<file path="src/rtl/conv_acc_pkg.sv">
`default_nettype none
// ============================================================================
// Module      : conv_acc_pkg
// Description : Shared types and constants for the convolution accumulator /
//               requantiser slice: FSM state encoding, datapath widths and
//               output saturation limits.
// Revision    : 1.0 - initial release
// ============================================================================
package conv_acc_pkg;

    localparam int IN_W    = 18;      // adder-tree sum width
    localparam int ACC_W   = 32;      // partial-sum accumulator width
    localparam int OUT_W   = 16;      // requantised output width
    localparam int CH_W    = 8;       // channel-count width

    localparam int OUT_MAX = 32767;
    localparam int OUT_MIN = -32768;

    typedef enum logic [0:0] {
        IDLE  = 1'b0,
        ACCUM = 1'b1
    } state_e;

endpackage : conv_acc_pkg
`default_nettype wire

</file>
<file path="src/rtl/conv_acc_requant_sync_fifo2.sv">
`default_nettype none
// ============================================================================
// Module      : sync_fifo2
// Description : Two-entry in-order FIFO with a valid/ready read side. The head
//               entry is taken straight from the storage registers, so the
//               read data has no combinational path from ready_i and holds
//               while the consumer stalls. A push is accepted when full only
//               if a pop happens in the same cycle.
// Ports       : clk, rst_n   - clock, asynchronous active-low reset
//               push_i       - write request, data_i - write data
//               ready_i      - consumer accepts head (pop when !empty_o)
//               data_o       - head entry
//               full_o       - both entries occupied
//               empty_o      - no entry occupied (valid = !empty_o)
// Revision    : 1.0 - initial release
// ============================================================================
module sync_fifo2 #(
    parameter int WIDTH = 16
) (
    input  logic             clk,
    input  logic             rst_n,
    input  logic             push_i,
    input  logic [WIDTH-1:0] data_i,
    input  logic             ready_i,
    output logic [WIDTH-1:0] data_o,
    output logic             full_o,
    output logic             empty_o
);

    logic [WIDTH-1:0] mem_q [2];
    logic             wr_q;
    logic             rd_q;
    logic [1:0]       cnt_q;
    logic             w_pop;
    logic             w_push;

    assign full_o  = (cnt_q == 2'd2);
    assign empty_o = (cnt_q == 2'd0);
    assign data_o  = mem_q[rd_q];

    assign w_pop  = ~empty_o & ready_i;
    // When full, the slot being written is the one being popped this cycle.
    assign w_push = push_i & (~full_o | w_pop);

    always_ff @(posedge clk or negedge rst_n) begin
        if (!rst_n) begin
            mem_q[0] <= '0;
            mem_q[1] <= '0;
            wr_q     <= 1'b0;
            rd_q     <= 1'b0;
            cnt_q    <= 2'd0;
        end else begin
            if (w_push) begin
                mem_q[wr_q] <= data_i;
                wr_q        <= ~wr_q;
            end
            if (w_pop) begin
                rd_q <= ~rd_q;
            end
            case ({w_push, w_pop})
                2'b10:   cnt_q <= cnt_q + 2'd1;
                2'b01:   cnt_q <= cnt_q - 2'd1;
                default: cnt_q <= cnt_q;
            endcase
        end
    end

endmodule : sync_fifo2
`default_nettype wire

</file>
<file path="src/rtl/conv_acc_requant.sv">
`default_nettype none
// ============================================================================
// Module      : conv_acc_requant
// Description : Accumulates one adder-tree sum per input channel plus a
//               per-group bias, then rounds, shifts, optionally applies ReLU,
//               saturates to OUT_W bits and queues the result in a 2-entry
//               output FIFO.
// Ports       : clk, rst_n          - clock, asynchronous active-low reset
//               tree_in_valid       - tree inputs presented (sum 2 cycles later)
//               tree_sum            - signed tree output
//               acc_clear           - abort current group, clear err_overflow
//               cfg_num_ch_m1       - sums per group minus one
//               cfg_bias/shift/relu - group configuration, latched at start
//               busy                - a group is being accumulated
//               out_valid/out_ready - result handshake, out_data - FIFO head
//               err_overflow        - sticky: a result was dropped
// Revision    : 1.0 - initial release
// ============================================================================
module conv_acc_requant #(
    parameter int IN_W  = 18,
    parameter int ACC_W = 32,
    parameter int OUT_W = 16,
    parameter int CH_W  = 8
) (
    input  logic             clk,
    input  logic             rst_n,
    input  logic             tree_in_valid,
    input  logic [IN_W-1:0]  tree_sum,
    input  logic             acc_clear,
    input  logic [CH_W-1:0]  cfg_num_ch_m1,
    input  logic [ACC_W-1:0] cfg_bias,
    input  logic [4:0]       cfg_shift,
    input  logic             cfg_relu,
    output logic             busy,
    output logic             out_valid,
    input  logic             out_ready,
    output logic [OUT_W-1:0] out_data,
    output logic             err_overflow
);

    import conv_acc_pkg::*;

    localparam logic signed [ACC_W:0] c_sat_max = OUT_MAX;
    localparam logic signed [ACC_W:0] c_sat_min = OUT_MIN;

    state_e           state_q, state_d;
    logic [1:0]       vld_q;
    logic [CH_W-1:0]  cnt_q;
    logic [CH_W-1:0]  nch_q;
    logic [4:0]       shift_q;
    logic             relu_q;
    logic [ACC_W-1:0] acc_q;
    logic [ACC_W-1:0] fin_q;
    logic             fin_v_q;
    logic [4:0]       fin_shift_q;
    logic             fin_relu_q;
    logic             err_q;

    logic                    w_sum_valid;
    logic [ACC_W-1:0]        w_sext;
    logic                    w_start;
    logic                    w_last;
    logic                    w_step;
    logic                    w_fin;
    logic signed [ACC_W:0]   w_wide;
    logic signed [ACC_W:0]   w_rnd;
    logic [OUT_W-1:0]        w_res;
    logic                    w_full;
    logic                    w_empty;
    logic                    w_drop;

    // The delay line realigns tree_in_valid with the tree's 2-cycle output.
    assign w_sum_valid = vld_q[1];
    assign w_sext      = {{(ACC_W-IN_W){tree_sum[IN_W-1]}}, tree_sum};

    assign w_start = w_sum_valid & ~acc_clear & (state_q == IDLE);
    assign w_last  = w_sum_valid & ~acc_clear & (state_q == ACCUM) & (cnt_q == nch_q);
    assign w_step  = w_sum_valid & ~acc_clear & (state_q == ACCUM) & (cnt_q != nch_q);
    // A single-channel group finalizes directly from IDLE.
    assign w_fin   = (w_start & (cfg_num_ch_m1 == '0)) | w_last;

    // ---------------- FSM: state register ----------------
    always_ff @(posedge clk or negedge rst_n) begin
        if (!rst_n) begin
            state_q <= IDLE;
        end else begin
            state_q <= state_d;
        end
    end

    // ---------------- FSM: next state ----------------
    always_comb begin
        state_d = state_q;
        if (acc_clear) begin
            state_d = IDLE;
        end else if (w_sum_valid) begin
            case (state_q)
                IDLE:    if (cfg_num_ch_m1 != '0) state_d = ACCUM;
                ACCUM:   if (cnt_q == nch_q)      state_d = IDLE;
                default: state_d = IDLE;
            endcase
        end
    end

    // ---------------- FSM: outputs ----------------
    always_comb begin
        busy = (state_q != IDLE);
    end

    // ---------------- Accumulator and finalize stage 1 ----------------
    always_ff @(posedge clk or negedge rst_n) begin
        if (!rst_n) begin
            vld_q       <= 2'b00;
            cnt_q       <= '0;
            nch_q       <= '0;
            shift_q     <= 5'd0;
            relu_q      <= 1'b0;
            acc_q       <= '0;
            fin_q       <= '0;
            fin_v_q     <= 1'b0;
            fin_shift_q <= 5'd0;
            fin_relu_q  <= 1'b0;
            err_q       <= 1'b0;
        end else begin
            vld_q <= acc_clear ? 2'b00 : {vld_q[0], tree_in_valid};

            if (acc_clear) begin
                cnt_q <= '0;
            end else if (w_start) begin
                nch_q   <= cfg_num_ch_m1;
                shift_q <= cfg_shift;
                relu_q  <= cfg_relu;
                acc_q   <= w_sext + cfg_bias;
                cnt_q   <= CH_W'(1);
            end else if (w_step) begin
                acc_q <= acc_q + w_sext;
                cnt_q <= cnt_q + CH_W'(1);
            end else if (w_last) begin
                cnt_q <= '0;
            end

            // Shift/relu travel with the result so the next group may
            // overwrite the shadow registers while this one finishes.
            fin_v_q <= w_fin;
            if (w_fin) begin
                fin_q       <= w_start ? (w_sext + cfg_bias) : (acc_q + w_sext);
                fin_shift_q <= w_start ? cfg_shift : shift_q;
                fin_relu_q  <= w_start ? cfg_relu  : relu_q;
            end

            err_q <= w_drop | (err_q & ~acc_clear);
        end
    end

    // ---------------- Finalize stage 2: round, shift, relu, saturate ----------
    // One guard bit keeps the rounding add from wrapping near the top of range.
    always_comb begin
        w_wide = $signed({fin_q[ACC_W-1], fin_q});
        if (fin_shift_q == 5'd0) begin
            w_rnd = w_wide;
        end else begin
            w_rnd = (w_wide + $signed((ACC_W+1)'(1) << (fin_shift_q - 5'd1))) >>> fin_shift_q;
        end
        if (fin_relu_q && w_rnd[ACC_W]) begin
            w_rnd = '0;
        end
        if (w_rnd > c_sat_max) begin
            w_res = c_sat_max[OUT_W-1:0];
        end else if (w_rnd < c_sat_min) begin
            w_res = c_sat_min[OUT_W-1:0];
        end else begin
            w_res = w_rnd[OUT_W-1:0];
        end
    end

    // The FIFO storage doubles as the stage-2 result register.
    sync_fifo2 #(
        .WIDTH (OUT_W)
    ) u_fifo (
        .clk     (clk),
        .rst_n   (rst_n),
        .push_i  (fin_v_q),
        .data_i  (w_res),
        .ready_i (out_ready),
        .data_o  (out_data),
        .full_o  (w_full),
        .empty_o (w_empty)
    );

    assign out_valid    = ~w_empty;
    assign w_drop       = fin_v_q & w_full & ~(out_valid & out_ready);
    assign err_overflow = err_q;

endmodule : conv_acc_requant
`default_nettype wire

</file>
<file path="config.mk">
export PLATFORM = sky130hd
export DESIGN_NAME = conv_acc_requant
export DESIGN_NICKNAME = d
export VERILOG_FILES = /design/src/rtl/conv_acc_pkg.sv /design/src/rtl/conv_acc_requant_sync_fifo2.sv /design/src/rtl/conv_acc_requant.sv
export SDC_FILE = /design/constraint.sdc
export NUM_CORES = 1
export LEC_CHECK = 0
export CELL_PAD_IN_SITES_DETAIL_PLACEMENT = 0
export CELL_PAD_IN_SITES_GLOBAL_PLACEMENT = 2
export CORE_MARGIN = 5
export CORE_UTILIZATION = 30
export DETAILED_ROUTE_END_ITERATION = 10
export PLACE_DENSITY_LB_ADDON = 0.1
export SLEW_MARGIN = 10
export SYNTH_ARGS = -nofsm -noshare
export SYNTH_HDL_FRONTEND = slang
export SYNTH_HIERARCHICAL = 1
export SYNTH_SLANG_ARGS = --single-unit
</file>
<file path="constraint.sdc">
create_clock -name clk -period 6.9 [get_ports clk]
set_input_delay 1.38 -clock clk [delete_from_list [all_inputs] [get_ports clk]]
set_output_delay 1.38 -clock clk [all_outputs]
set_load 0.02 [all_outputs]
</file>
==> qor.csv, run 1 <==
stage,metric,value,unit
hold_path,worst hold path class,reg2reg,
route,drt pass-1 iters,5,
clocking,TritonCTS buffer count,17,
final_layout,nets,1723,
logic_synthesis,Syn Nets,1616,
critical_path,Crit. path cell count,21,
global_routing,initial antenna violation count,0,
final_layout,fin area,15200,um^2
clocking,hold buffers post-CTS,0,
sta,Worst Max-Slew Pin Slew,1.19,ns
power_and_ir_drop,leakage,6.34,nW
placement,RePlAce Congestion,0.916,
sta,f_max,160,MHz
final_layout,Post-Layout Cell Count,2139,
global_routing,global-route wire length before repair,77.1,mm
route,Final ANT Viol Nets,0,
floorplan,Die Wd,216,um
logic_synthesis,synthesized flop and latch total,133,
sta,Layout Skew,0.0140,ns
route,starting DRC count in detailed routing,1034,
floorplan,Core ar.,42000,um^2
clocking,clock sinks,133,
critical_path,CP arrival,6.64,ns
power_and_ir_drop,total power,3.83,mW
clocking,Clock transition at path regs,0.07,ns
logic_synthesis,"Avg Cell Area, Syn",8.61,um^2
final_layout,share of layout cells above drive strength 1,20.3,%
critical_path,"Slowest-stage cell, CP",mux4_2,
power_and_ir_drop,P per Cell Area,252,nW/um^2
clocking,CTS H-tree lvls,4,
sta,post-route clock period utilization,90.7,%
placement,HPWL Detailed,40.5,mm
clocking,clock latency on the worst-skew pair,0.45,ns
logic_synthesis,Synth area leaders,"dfrtp_1, mux2_2, ha_1",
critical_path,crit path buf inv count,2,
logic_synthesis,Syn Std Cell Area,12700,um^2
sta,RSZ-0062 raised after global routing,no,
sta,Fin. Hold Viols,0,
clocking,CTS tree,yes,
sta,Sum Neg Setup Slack,0,ns
global_routing,GRT Residual Overflow,0,
logic_synthesis,"count leader, synth",nor2_1,
logic_synthesis,sequential fraction of the synthesis area,26.1,%
clocking,clock root buffer,clkbuf_16,
logic_synthesis,Post-synth EDFFs,0,
critical_path,CP most frequent cell,nand2_1,
floorplan,DIE AREA,46700,um^2
clocking,post-cts sizing count,0,
logic_synthesis,count of different cell masters after synthesis,100,
critical_path,Crit path max-delay family,compound AO/OA/AOI/OAI gates,
route,Via Count,12000,
sta,Tmin final,6.26,ns
critical_path,Worst Path Required,7.29,ns
final_layout,Area Growth Syn to Fin,19.1,%
final_layout,diode count,0,
floorplan,Rows,75,
logic_synthesis,ys flop type,dfrtp_1,
critical_path,CP max FO,12,
run_status,status,completed,
critical_path,worst path cell trace,nor2_1 -> nand2_1 -> nor2_1 -> nand2_1 -> inv_1 -> ha_1 -> a211oi_2 -> o21bai_1 -> a31o_2 -> a21o_1 -> a211oi_2 -> xor2_1 -> a221oi_1 -> o21ai_1 -> mux4_2 -> o22a_1 -> nor4_1 -> nand2_1 -> buf_4 -> o311ai_2 -> mux2_2,
route,Routed wire per std cell,23.6,um
critical_path,Critical Path Start Type,flop,
critical_path,Crit. End Element,flop,
logic_synthesis,fraction of registers with async set/reset,100,%
hold_path,hold path cells,1,
global_routing,vias in the first global route,12200,
run,max-cap viol count,0,
global_routing,largest net degree at the start of global routing,81,
route,DRC viols,0,
final_layout,fillers,4377,
route,final wirelength,50.4,mm
power_and_ir_drop,Max VDD drop,233,uV
placement,DP Cell Count,2107,
sta,Final setup viols,0,
clocking,setup bufs post-CTS,0,
sta,"Slew Viols, Final",0,
logic_synthesis,Gate Count Post-Synth,1480,
critical_path,"Largest stage delay, worst path",0.57,ns
logic_synthesis,Yosys warnings,6,
sta,Slew headroom,20.7,%
global_routing,GRT Total Usage,21.5,%
route,Vias per Instance,5.62,
placement,PortBufs,87,
critical_path,Worst Reg-to-Reg Cells,21,
floorplan,starting density of the core,30.3,%
placement,pre-CTS setup slack,0.379,ns
logic_synthesis,Synth top cells by count,"nor2_1, mux2_2, nand2_1",
clocking,deepest clock path buffer count,2,
sta,Final WS setup,0.641,ns
floorplan,num ports,88,
floorplan,Die Height,216,um
critical_path,Crit Path Category,reg2reg,
logic_synthesis,post-synth top area cell,dfrtp_1,
logic_synthesis,top cell type's share of synthesized area,26.1,%
placement,DP Area,14600,um^2
==> power breakdown <==
part	internal, mW	total [mW]	switching [mW]
clock network	0.573	0.944	0.371
logic	0.829	1.84	1.01
registers	0.921	1.05	0.125
==> path summary, 6_finish.rpt <==
kind | to | slack, ns | start
max | u_fifo/mem_q[12] | 0.64 | fin_shift_q[4]
min | vld_q[1] | 0.49 | vld_q[0]
max reg2reg | u_fifo/mem_q[12] | 0.64 | fin_shift_q[4]
min reg2reg | vld_q[1] | 0.49 | vld_q[0]
max in group asynchronous | acc_q[15] | 4.62 | rst_n
min in group asynchronous | cnt_q[7] | 0.99 | rst_n
==> logic make-up after synthesis <==
group	share of synthesized area, %
DFF	26.1
xor gates and xnor gates	4.94
muxes	17.3
AOI/OAI and AO/OA	24.2
and+or+nand+nor	16.7
adders and majority gates	6.69
buffers and inverters	4.06
==> metal layers <==
metal	vias up	routed length, um	GRT usage (%)
li1	5754	-	-
met1	5884	23600	30.3
met2	325	22500	33.5
met3	59	2700	3.43
met4	0	1620	7.27
met5	-	0	0
==> per-stage QoR <==
step / hold slack [ns] / util [%]
2_1_floorplan: 0.439 / -
3_3_place_gp: 0.445 / 34.7
3_5_place_dp: 0.475 / 34.7
4_1_cts: 0.488 / 36.1
5_1_grt: 0.502 / 36.1
6_report: 0.487 / 36.1
==> sequential cells by signal, summed over array words and instances (netlist names) <==
| register | count |
|---|---|
| relu_q | 1 |
| busy | 1 |
| fin_shift_q | 5 |
| u_fifo/cnt_q | 2 |
| vld_q | 2 |
| fin_q | 32 |
| fin_v_q | 1 |
| u_fifo/rd_q | 1 |
| err_overflow | 1 |
| u_fifo/mem_q | 32 |
| cnt_q | 8 |
| shift_q | 5 |
| acc_q | 32 |
| nch_q | 8 |
| u_fifo/wr_q | 1 |
| fin_relu_q | 1 |
==> area by class of cell <==
| cell class | count | area (um^2) | area share, % |
|---|---|---|---|
| clock inverter | 9 | 115 | 0.758 |
| sequential | 133 | 3330 | 21.9 |
| timing repair buffer | 171 | 1520 | 9.98 |
| clock buffer | 23 | 488 | 3.21 |
| tap | 539 | 674 | 4.44 |
| inverter | 35 | 131 | 0.865 |
| multi-input combinational | 1229 | 8930 | 58.8 |
==> placed cells by master (no fill, tap or decap), types with 17 or more instances in the layout <==
| cell type | instances |
|---|---|
| dfrtp_1 | 133 |
| o211ai_1 | 25 |
| mux2i_1 | 26 |
| xnor2_1 | 50 |
| nor2_1 | 174 |
| clkdlybuf4s50_1 | 86 |
| buf_4 | 83 |
| clkbuf_16 | 17 |
| o21a_1 | 18 |
| o21ai_0 | 66 |
| a21oi_1 | 101 |
| inv_1 | 34 |
| nand2_1 | 142 |
| ha_1 | 65 |
| a21o_1 | 25 |
| nor3_1 | 37 |
| xor2_1 | 20 |
| nand3_1 | 24 |
| mux2_2 | 145 |
Note: power is estimated with default switching activity, not from simulation.
==> run 2, diff against run 1 <==
--- a/config.mk
+++ b/config.mk
@@ -5,6 +5,7 @@
 export SDC_FILE = /design/constraint.sdc
 export NUM_CORES = 1
 export LEC_CHECK = 0
+export ABC_AREA = 1
 export CELL_PAD_IN_SITES_DETAIL_PLACEMENT = 0
 export CELL_PAD_IN_SITES_GLOBAL_PLACEMENT = 2
 export CORE_MARGIN = 5
==> qor.csv, run 2 <==
stage,metric,value,unit
route,drt pass-1 iters,6,
logic_synthesis,count of different cell masters after synthesis,54,
placement,HPWL Detailed,40.7,mm
clocking,hold buffers post-CTS,0,
final_layout,Area Growth Syn to Fin,14.8,%
critical_path,CP arrival,5.82,ns
clocking,CTS tree,yes,
logic_synthesis,synthesized flop and latch total,133,
route,DRC viols,0,
critical_path,CP most frequent cell,nand2_2,
clocking,clock latency on the worst-skew pair,0.45,ns
sta,Layout Skew,0.0156,ns
power_and_ir_drop,Max VDD drop,168,uV
final_layout,"commonest non-fill, non-tap cell in the layout",nand2_1,
floorplan,starting density of the core,30.1,%
placement,PortBufs,87,
critical_path,Crit Path Category,reg2reg,
global_routing,global-route wire length before repair,78.3,mm
power_and_ir_drop,P per Cell Area,259,nW/um^2
global_routing,largest net degree at the start of global routing,78,
logic_synthesis,Syn Std Cell Area,12900,um^2
global_routing,GRT Residual Overflow,0,
critical_path,Crit. End Element,flop,
route,Via Count,13400,
logic_synthesis,sequential fraction of the synthesis area,25.8,%
critical_path,flop-to-flop setup slack,1.46,ns
critical_path,"Slowest-stage cell, CP",dfrtp_1,
sta,RSZ-0062 raised after global routing,no,
global_routing,vias in the first global route,13400,
sta,f_max,184,MHz
floorplan,Core ar.,42800,um^2
sta,Sum Neg Setup Slack,0,ns
clocking,post-cts sizing count,0,
final_layout,Post-Layout Cell Count,2703,
critical_path,Worst Reg-to-Reg Cells,39,
placement,DP Cell Count,2671,
run_status,status,completed,
sta,Worst Max-Slew Pin Slew,1.11,ns
logic_synthesis,"Avg Cell Area, Syn",6.12,um^2
power_and_ir_drop,leakage,7.74,nW
logic_synthesis,Yosys warnings,6,
critical_path,reg2reg end,u_fifo/mem_q[21],
final_layout,diode count,0,
sta,"Slew Viols, Final",0,
final_layout,share of layout cells above drive strength 1,6.31,%
logic_synthesis,"count leader, synth",nand2_1,
route,Final ANT Viol Nets,0,
critical_path,reg2reg start,fin_shift_q[1],
sta,post-route clock period utilization,78.8,%
sta,Slew headroom,25.8,%
logic_synthesis,Syn Nets,2240,
floorplan,num ports,88,
floorplan,Die Wd,217,um
final_layout,fillers,4931,
critical_path,CP max FO,31,
floorplan,Die Height,217,um
route,Vias per Instance,4.95,
clocking,Clock transition at path regs,0.06,ns
floorplan,DIE AREA,47200,um^2
clocking,setup bufs post-CTS,0,
logic_synthesis,Synth area leaders,"dfrtp_1, nand2_1, nand3_1",
global_routing,GRT Total Usage,21.4,%
critical_path,Worst Path Required,7.28,ns
critical_path,"Largest stage delay, worst path",0.50,ns
clocking,clock sinks,133,
logic_synthesis,post-synth top area cell,dfrtp_1,
global_routing,initial antenna violation count,0,
hold_path,worst hold path class,reg2reg,
hold_path,hold path cells,2,
logic_synthesis,fraction of registers with async set/reset,100,%
clocking,deepest clock path buffer count,2,
placement,RePlAce Congestion,0.929,
route,starting DRC count in detailed routing,902,
clocking,TritonCTS buffer count,17,
logic_synthesis,Post-synth EDFFs,0,
logic_synthesis,top cell type's share of synthesized area,25.8,%
final_layout,Reg area,3330,um^2
sta,Fin. Hold Viols,0,
clocking,clock root buffer,clkbuf_16,
sta,Tmin final,5.44,ns
final_layout,"commonest non-fill, non-tap cells in the layout","nand2_1, inv_1, nand3_1",
critical_path,Critical Path Start Type,flop,
logic_synthesis,Synth top cells by count,"nand2_1, inv_1, nand3_1",
final_layout,area of the multi-input gates,8190,um^2
run,max-cap viol count,0,
hold_path,min-delay src,u_fifo/mem_q[21],
logic_synthesis,ys flop type,dfrtp_1,
sta,Final setup viols,0,
clocking,CTS H-tree lvls,4,
route,Routed wire per std cell,18.6,um
logic_synthesis,Gate Count Post-Synth,2104,
hold_path,hold path endpoint,u_fifo/mem_q[21],
final_layout,largest registers,"acc_q: 32 flops, fin_q: 32 flops, u_fifo/mem_q: 32 flops",
floorplan,Rows,76,
final_layout,nets,2280,
route,final wirelength,50.4,mm
-- run 2: cell types whose count changed in the layout (fill, tap and decap cells not counted), moves of 46 or more --
cell	delta
a21oi_1	-46
buf_4	-67
inv_1	+203
mux2_2	-145
nand2_1	+658
nand3_1	+192
nor2_1	-57
o21ai_0	+59
-- run 2: where the power goes --
group | internal, mW | switching [mW] | total, mW
combinational | 0.619 | 1.19 | 1.81
sequential | 0.925 | 0.128 | 1.05
clock | 0.583 | 0.391 | 0.974
-- run 2: stage by stage --
step           hold slack, ns  cell area (um^2)  setup slack [ns]  util (%)  total power, mW
6_report                0.469             14800              1.46      34.6             3.84
3_3_place_gp            0.450             14200              1.16      33.1             2.89
2_1_floorplan           0.434             12900              1.94         -             2.29
5_1_grt                 0.490             14800             0.913      34.6             4.15
4_1_cts                 0.474             14800              1.44      34.6             3.88
3_5_place_dp            0.453             14200              1.04      33.1             2.88
-- run 2: cells by family after synthesis --
kind of cell,Yosys count,share of synthesized area [%]
AO/OA/AOI/OAI,258,12.0
XOR/XNOR,47,3.20
adder cells (fa/ha/maj),67,6.63
buffers and inverters,342,10.6
flip-flops,133,25.8
multiplexers,4,0.311
AND/OR/NAND/NOR,1253,41.4
-- run 2: how the worst max path moves through the flow --
stage / cells past startpoint / to / start / slack (ns)
after floorplan: 25 / fin_q[18] / acc_clear / 1.94
after global placement: 25 / fin_q[18] / acc_clear / 1.16
after detailed placement: 25 / fin_q[18] / acc_clear / 1.04
after CTS: 39 / u_fifo/mem_q[13] / fin_shift_q[1] / 1.44
after global routing: 36 / u_fifo/mem_q[24] / fin_shift_q[1] / 0.91
final: 39 / u_fifo/mem_q[21] / fin_shift_q[1] / 1.46
-- run 2: critical path: cells and delay by family, from the launching register on --
kind            cells  cell delay, ns
compound gates      2            0.23
buf+inv             7            0.65
flops               1            0.50
fa+ha+maj           2            0.65
simple gates       28            3.34
-- run 2: layout make-up --
type | count | area share (%)
clock buffers | 19 | 3.00
clock inverters | 13 | 1.15
inverters | 260 | 6.60
multi-input cells | 1629 | 55.4
flip-flops and latches | 133 | 22.5
well taps | 546 | 4.62
repair buffers | 103 | 6.71
-- run 2: metal layers --
metal	vias up	part of all wire, %	global-route usage, %
met4	0	1.9	5.06
met5	-	0	0
met2	244	48	37.1
met1	6227	46	28.5
li1	6856	-	-
met3	47	3.3	2.70
